`config.mk`:
```
export PLATFORM = sky130hd
export DESIGN_NAME = mem_access_ctrl
export DESIGN_NICKNAME = d
export VERILOG_FILES = /design/src/rtl/mem_access_ctrl.sv
export SDC_FILE = /design/constraint.sdc
export NUM_CORES = 1
export LEC_CHECK = 0
export BUFFER_PORTS_ARGS = -buffer_cell sky130_fd_sc_hd__buf_2
export CORE_UTILIZATION = 45
export DETAILED_ROUTE_END_ITERATION = 7
export PLACE_DENSITY = 0.8
export SKIP_LAST_GASP = 1
export SLEW_MARGIN = 40
export SYNTH_ARGS = -nofsm -noshare
export SYNTH_HDL_FRONTEND = slang
export SYNTH_SLANG_ARGS = --single-unit
```
`constraint.sdc`:
```
create_clock -name clk -period 2.1 [get_ports clk]
set_input_delay 0.315 -clock clk [delete_from_list [all_inputs] [get_ports clk]]
set_output_delay 0.315 -clock clk [all_outputs]
set_load 0.01 [all_outputs]
```
`src/rtl/mem_access_ctrl.sv`:
```
// MEM-stage data-memory access controller: turns EX/MEM load/store requests into a
// req/ack bus transaction, stalls the pipeline meanwhile and flags bad or timed-out accesses.
module mem_access_ctrl #(
  parameter int AWIDTH  = 32,
  parameter int DWIDTH  = 32,
  parameter int TIMEOUT = 255
) (
  input  logic              clk,
  input  logic              rst_n,
  input  logic              memrdin,
  input  logic              memwrin,
  input  logic [AWIDTH-1:0] addrin,
  input  logic [DWIDTH-1:0] wdatain,
  output logic              dmem_req,
  output logic              dmem_we,
  output logic [AWIDTH-1:0] dmem_addr,
  output logic [DWIDTH-1:0] dmem_wdata,
  input  logic              dmem_ack,
  input  logic [DWIDTH-1:0] dmem_rdata,
  output logic              stall,
  output logic [DWIDTH-1:0] rdataout,
  output logic              misalign,
  output logic              illegal,
  output logic              timeout,
  output logic [1:0]        dbg_state
);

  // Bus handshake: dmem_req rises with we/addr/wdata already valid and all four hold
  // steady until the single-cycle dmem_ack (or the timeout abort); ack seen outside REQ is dropped.

  typedef enum logic [1:0] {
    IDLE = 2'd0,
    REQ  = 2'd1,
    DONE = 2'd2
  } state_t;

  localparam logic [7:0] CNT_LAST = 8'(TIMEOUT - 1);

  state_t            state_q;
  logic              req_q;
  logic              we_q;
  logic [AWIDTH-1:0] addr_q;
  logic [DWIDTH-1:0] wdata_q;
  logic [DWIDTH-1:0] rdata_q;
  logic              misalign_q;
  logic              illegal_q;
  logic              timeout_q;
  logic [7:0]        cnt_q;

  logic op;
  logic both_op;
  logic unaligned;
  logic good_req;

  assign op        = memrdin | memwrin;
  assign both_op   = memrdin & memwrin;
  assign unaligned = (addrin[1:0] != 2'b00);
  assign good_req  = op & ~both_op & ~unaligned;

  always_ff @(posedge clk) begin
    if (!rst_n) begin
      state_q    <= IDLE;
      req_q      <= 1'b0;
      we_q       <= 1'b0;
      addr_q     <= '0;
      wdata_q    <= '0;
      rdata_q    <= '0;
      misalign_q <= 1'b0;
      illegal_q  <= 1'b0;
      timeout_q  <= 1'b0;
      cnt_q      <= 8'd0;
    end else begin
      misalign_q <= 1'b0;
      illegal_q  <= 1'b0;
      timeout_q  <= 1'b0;
      case (state_q)
        IDLE: begin
          if (good_req) begin
            addr_q  <= addrin;
            wdata_q <= wdatain;
            we_q    <= memwrin;
            req_q   <= 1'b1;
            cnt_q   <= 8'd0;
            state_q <= REQ;
          end else begin
            // Illegal takes priority: a both-high op never reports misalign.
            illegal_q  <= both_op;
            misalign_q <= op & ~both_op & unaligned;
          end
        end
        REQ: begin
          if (dmem_ack) begin
            req_q   <= 1'b0;
            state_q <= DONE;
            if (!we_q) rdata_q <= dmem_rdata;
          end else if (cnt_q == CNT_LAST) begin
            req_q     <= 1'b0;
            timeout_q <= 1'b1;
            rdata_q   <= '0;
            state_q   <= DONE;
          end else begin
            cnt_q <= cnt_q + 8'd1;
          end
        end
        // The op still sitting on the inputs is the one just finished, so it is ignored here.
        DONE:    state_q <= IDLE;
        default: state_q <= IDLE;
      endcase
    end
  end

  assign stall      = ((state_q == IDLE) && good_req) || (state_q == REQ);
  assign dmem_req   = req_q;
  assign dmem_we    = we_q;
  assign dmem_addr  = addr_q;
  assign dmem_wdata = wdata_q;
  assign rdataout   = rdata_q;
  assign misalign   = misalign_q;
  assign illegal    = illegal_q;
  assign timeout    = timeout_q;
  assign dbg_state  = state_q;

endmodule

```
# After elaboration in Yosys (flattened, before gate mapping)
# Cells that the tools add are included.
# op_classes
n_reduce_logical	13
n_mul	0
n_shift	0
n_eq_ne	7
div	0
bitwise	10
magnitude_cmp	0
n_addsub	1
mux	16
# ops
op	count
32-bit two-way mux	3
8-bit two-way mux	3
8-bit one-hot mux with 2 select lines	1
8-bit by 1-bit adder with 8-bit output (second input constant)	1
8-bit equality test (second input constant)	1
2-bit inequality test (second input constant)	4
2-bit two-way mux	3
3-bit AND reduction	2
2-bit nonzero test	3
3-bit OR reduction	2
1-bit inverter	5
1-bit AND	4
1-bit two-way mux	4
2-bit one-hot mux with 2 select lines	1
2-bit AND reduction	2
4-bit AND reduction	1
3-bit inequality test (second input constant)	1
2-bit by 1-bit equality test with 1-bit output (second input constant)	1
2-bit logical NOT	1
1-bit one-hot mux with 2 select lines	1
1-bit logical AND	1
1-bit logical OR	1
1-bit bitwise OR	1
# word_totals
input_bits	101
n_memories	0
reg_bits	111
ramBits	0
latch_bits	0
mem_bits_ro	0
elab_cells	57

# Logic depth before layout (Yosys ltp)
# depth
ltp_word	6
depth_mapped	7
depth_no_buf	6

# Least setup slack after synthesis
# Ideal clock, no wire load.
# synth_path
kind	input to register
startpoint	in memrdin
endpoint	reg addr_q[10], in the netlist dmem_addr[10]
slack_ps	461
path_buffers	2
t_required_ps	2030
stages	7
arrival_time_ps	1569
cell_sequence	ha_1 > or3b_1 > nor3_2 > buf_4 > buf_4 > nand2_1 > a21oi_1
# synth_via
elab_chain_cells	5
elab_cells_between_ends	6
classes_between	bitwise: 5; reduce/logical: 1
# synth_rtl
item	line	rtl
start, declared	10	input logic memrdin,
1-bit AND	56	assign both_op = memrdin & memwrin;
1-bit inverter	58	assign good_req = op & ~both_op & ~unaligned;
1-bit AND * (2 in series)	58	
2-bit AND reduction (no source line) *	n/a	
end signal, assigned	79	addr_q <= addrin;
end, declared	42	logic [AWIDTH-1:0] addr_q;
# Mark *: on every way between the ends. The rest lies on a longest branch, timed or not.
# A chain may end at the register's enable or synchronous reset.

# Worst setup path in the final report
# layout_path
startpoint	reg state_q[1], in the netlist dbg_state[1]
endpoint	out stall
# layout_via
elab_chain_cells	3
elab_cells_between_ends	4
classes_between	eq/ne: 1; reduce/logical: 3
# layout_rtl
item	line	rtl
start, declared	39	state_t state_q;
start signal, assigned	62	state_q <= IDLE;
start signal, assigned	84	state_q <= REQ;
start signal, assigned	94	state_q <= DONE;
2-bit logical NOT	112	assign stall = ((state_q == IDLE) && good_req) || (state_q == REQ);
1-bit logical AND	112	
1-bit logical OR *	112	
end, declared	20	output logic stall,
# Marked as above.

==> out/metrics.yaml <==
global_routing:
  grt_util_all_layers: 0.213
  grt_start_max_net_pins: 47
  antenna_found_initial: 0
  grt_pass1_wl_um: 15100
  grt_pass1_vias: 3409
  overflow: 0
timing:
  rsz0062_at_grt: "no"
  setup_tns_ns: 0
  fin_worst_skew_ns: 0.0103
  period_share: 0.887
  drv_slew: 0
  worst_pin_slew_ns: 0.506
  fin_crit_ns: 1.86
  fmax_mhz: 537
  hold_violations: 0
  max_slew_margin: 0.662
  setup_viol: 0
route:
  vias: 3644
  first_iter_violations: 97
  firstDrtPassIters: 4
  viasPerCell: 4.97
  wire_per_inst_um: 13.2
  detail-route-antenna-nets: 0
  drt_wl_total_um: 9660
  drcViolationCount: 0
floorplan:
  core_um2: 8300
  initial_core_util: 0.470
  ios: 205
  die-width_um: 95.1
  die_area_um2: 9040
  die_y_um: 95.1
  rows: 33
cts:
  insertion_delay_ns: 0.36
  clockBufferDepth: 2
  htreeDepth: 3
  clk_pin_slew_ns: 0.10
  clock-sinks: 111
  cts_buffers: 9
  cts_tree: "built"
  clock-root-buffer: "clkbuf_8"
run_status:
  status: "finished, final reports clean"
setup_path:
  cp-start-kind: "flop"
  cpMaxStageDelayCell: "dfxtp_1"
  critPathMaxStageDelay_ns: 0.42
  critical_path_required_ns: 1.78
  cp_data_arrival_time_ns: 1.55
  end_kind: "primary output"
  r2r-start: "cnt_q[1]"
  rr_endpoint: "rdataout[25]"
  worstPathCellList: "nor2_2 -> nand3_4 -> nand2_1 -> buf_2"
  crit_buf_inv: 1
  worstPathMaxFanout: 18
  reg2reg_slack_ns: 0.33
  crit_family: "simple AND/OR/NAND/NOR gates"
  startpoint: "dbg_state[1]"
  r2r.worst_path.cells: 6
  criticalPathCategory: "flop to primary output"
synth:
  syn_nets: 533
  ys_ff_latch: 111
  ys_warn_count: 0
  syn_area_um2: 3900
  yosysUniqueCellTypes: 40
  syn_inst: 429
  netlist_top_cells_area: "dfxtp_1 (57%), nand2_1 (13%), a21oi_1 (8.6%)"
  yosysMostFrequentCell: "nand2_1"
  synth-edff-count: 0
  synthTopCellsByCount: "nand2_1 (132), dfxtp_1 (111), a21oi_1 (67)"
  synth_top_area_cell: "dfxtp_1"
  async_flop_share: 0
  avgSynthCellArea_um2: 9.09
  synthFlopType: "dfxtp_1"
  synth_top_area_frac: 0.570
  yosysSeqAreaShare: 0.570
final_layout:
  fin_util: 0.628
  area_delta_synth_final_pct: 33.6
  diodes: 0
  nNetsFinal: 727
  final.fill_count: 735
  drive_above_1_share: 0.377
placement:
  io_buffers: 204
  dp_hpwl_um: 7130
  gp_congestion: 0.826
hold_path:
  hold_path_depth: 2
  hold_class: "primary input to flop"
  worstHoldStart: "dmem_rdata[13]"
  min_to: "rdataout[13]"
power_and_ir_drop:
  power_mw: 3.88
  ir_drop_mv: 0.461
  power_density_nw_per_um2: 745
  cellLeakagePower_nw: 2.47
job:
  cap_violations: 0
==> layout by cell type, fill, tap and decap left out, types with 2 or more instances in the layout <==
cell type   instances
o22ai_1             2
buf_2             204
clkinvlp_4          2
nand2b_1            2
inv_1               2
and3_1              5
buf_4               5
nor3_1              2
nor2_2              2
buf_12              2
nand2_1           132
nor2_1              8
a22o_1             33
ha_1                3
or3_1               2
dfxtp_1           111
nand3_1             6
a21oi_1            66
clkbuf_8           10
==> worst max path at each step <==
stage,cells after the start,end,slack (ns)
after floorplan,7,dmem_addr[10],0.46
after global placement,6,dmem_req,0.21
after detailed placement,7,dmem_wdata[11],0.1
after CTS,4,stall,0.11
after global routing,4,stall,0.09
final,4,stall,0.24
==> power breakdown <==
part	switching (mW)	internal [mW]	leakage (nW)
clock	0.695	0.598	0.0981
combinational	0.216	0.175	1.48
sequential	0.0318	2.17	0.899
==> state kept, by name (all words and copies together) (netlist names) <==
signal      count
cnt_q           8
dbg_state       2
dmem_addr      32
dmem_req        1
dmem_wdata     32
dmem_we         1
illegal         1
misalign        1
rdataout       32
timeout         1
==> worst reg2reg max path: stages (launching register included) <==
cell and delay, ns:
dfxtp_1 0.41, ha_1 0.17, nand3_1 0.20, o31ai_1 0.32
a21oi_2 0.09, buf_4 0.25, a22o_1 0.22
==> what timing repair did <==
action	4_1_cts	5_1_grt
hold buffers	0	0
pin swaps	0	0
resized for setup	1	1
setup buffers	0	0
endpoints found under the setup margin	1	1
endpoints found under the hold margin	0	0
==> logic make-up after synthesis <==
| group | count (synthesis) | synth area share |
|---|---|---|
| and+or+nand+nor | 169 | 0.186 |
| AOI/OAI and AO/OA | 113 | 0.187 |
| DFF | 111 | 0.570 |
| buffers and inverters | 31 | 0.0420 |
| adders and majority gates | 3 | 0.00963 |
| xor gates and xnor gates | 1 | 0.00225 |
| muxes | 1 | 0.00289 |
==> layout make-up <==
cell class / count / area [um^2] / share of cell area
timing repair buffer: 211 / 1100 / 0.211
clock inverter: 5 / 65.1 / 0.0125
inverter: 3 / 11.3 / 0.00216
tap: 105 / 131 / 0.0252
clock buffer: 11 / 141 / 0.0271
multi-input combinational: 287 / 1540 / 0.296
sequential: 111 / 2220 / 0.427
==> per-stage QoR <==
stage	std cells	cell area (um^2)	hold slack, ns	setup WS [ns]
4_1_cts	733	5210	0.157	0.113
5_1_grt	733	5210	0.143	0.0919
3_3_place_gp	717	4990	0.438	0.214
2_1_floorplan	429	3900	0.394	0.461
6_report	733	5210	0.170	0.238
3_5_place_dp	717	4990	0.443	0.0969
==> layer usage <==
metal | vias to the layer above | global-route usage | share of wire
met5 | - | 0 | 0
met4 | 0 | 0.0429 | 0.0083
met3 | 7 | 0.0813 | 0.090
met2 | 142 | 0.382 | 0.48
met1 | 1651 | 0.239 | 0.42
li1 | 1844 | - | -
No activity file was read; power rests on OpenSTA's default activity.
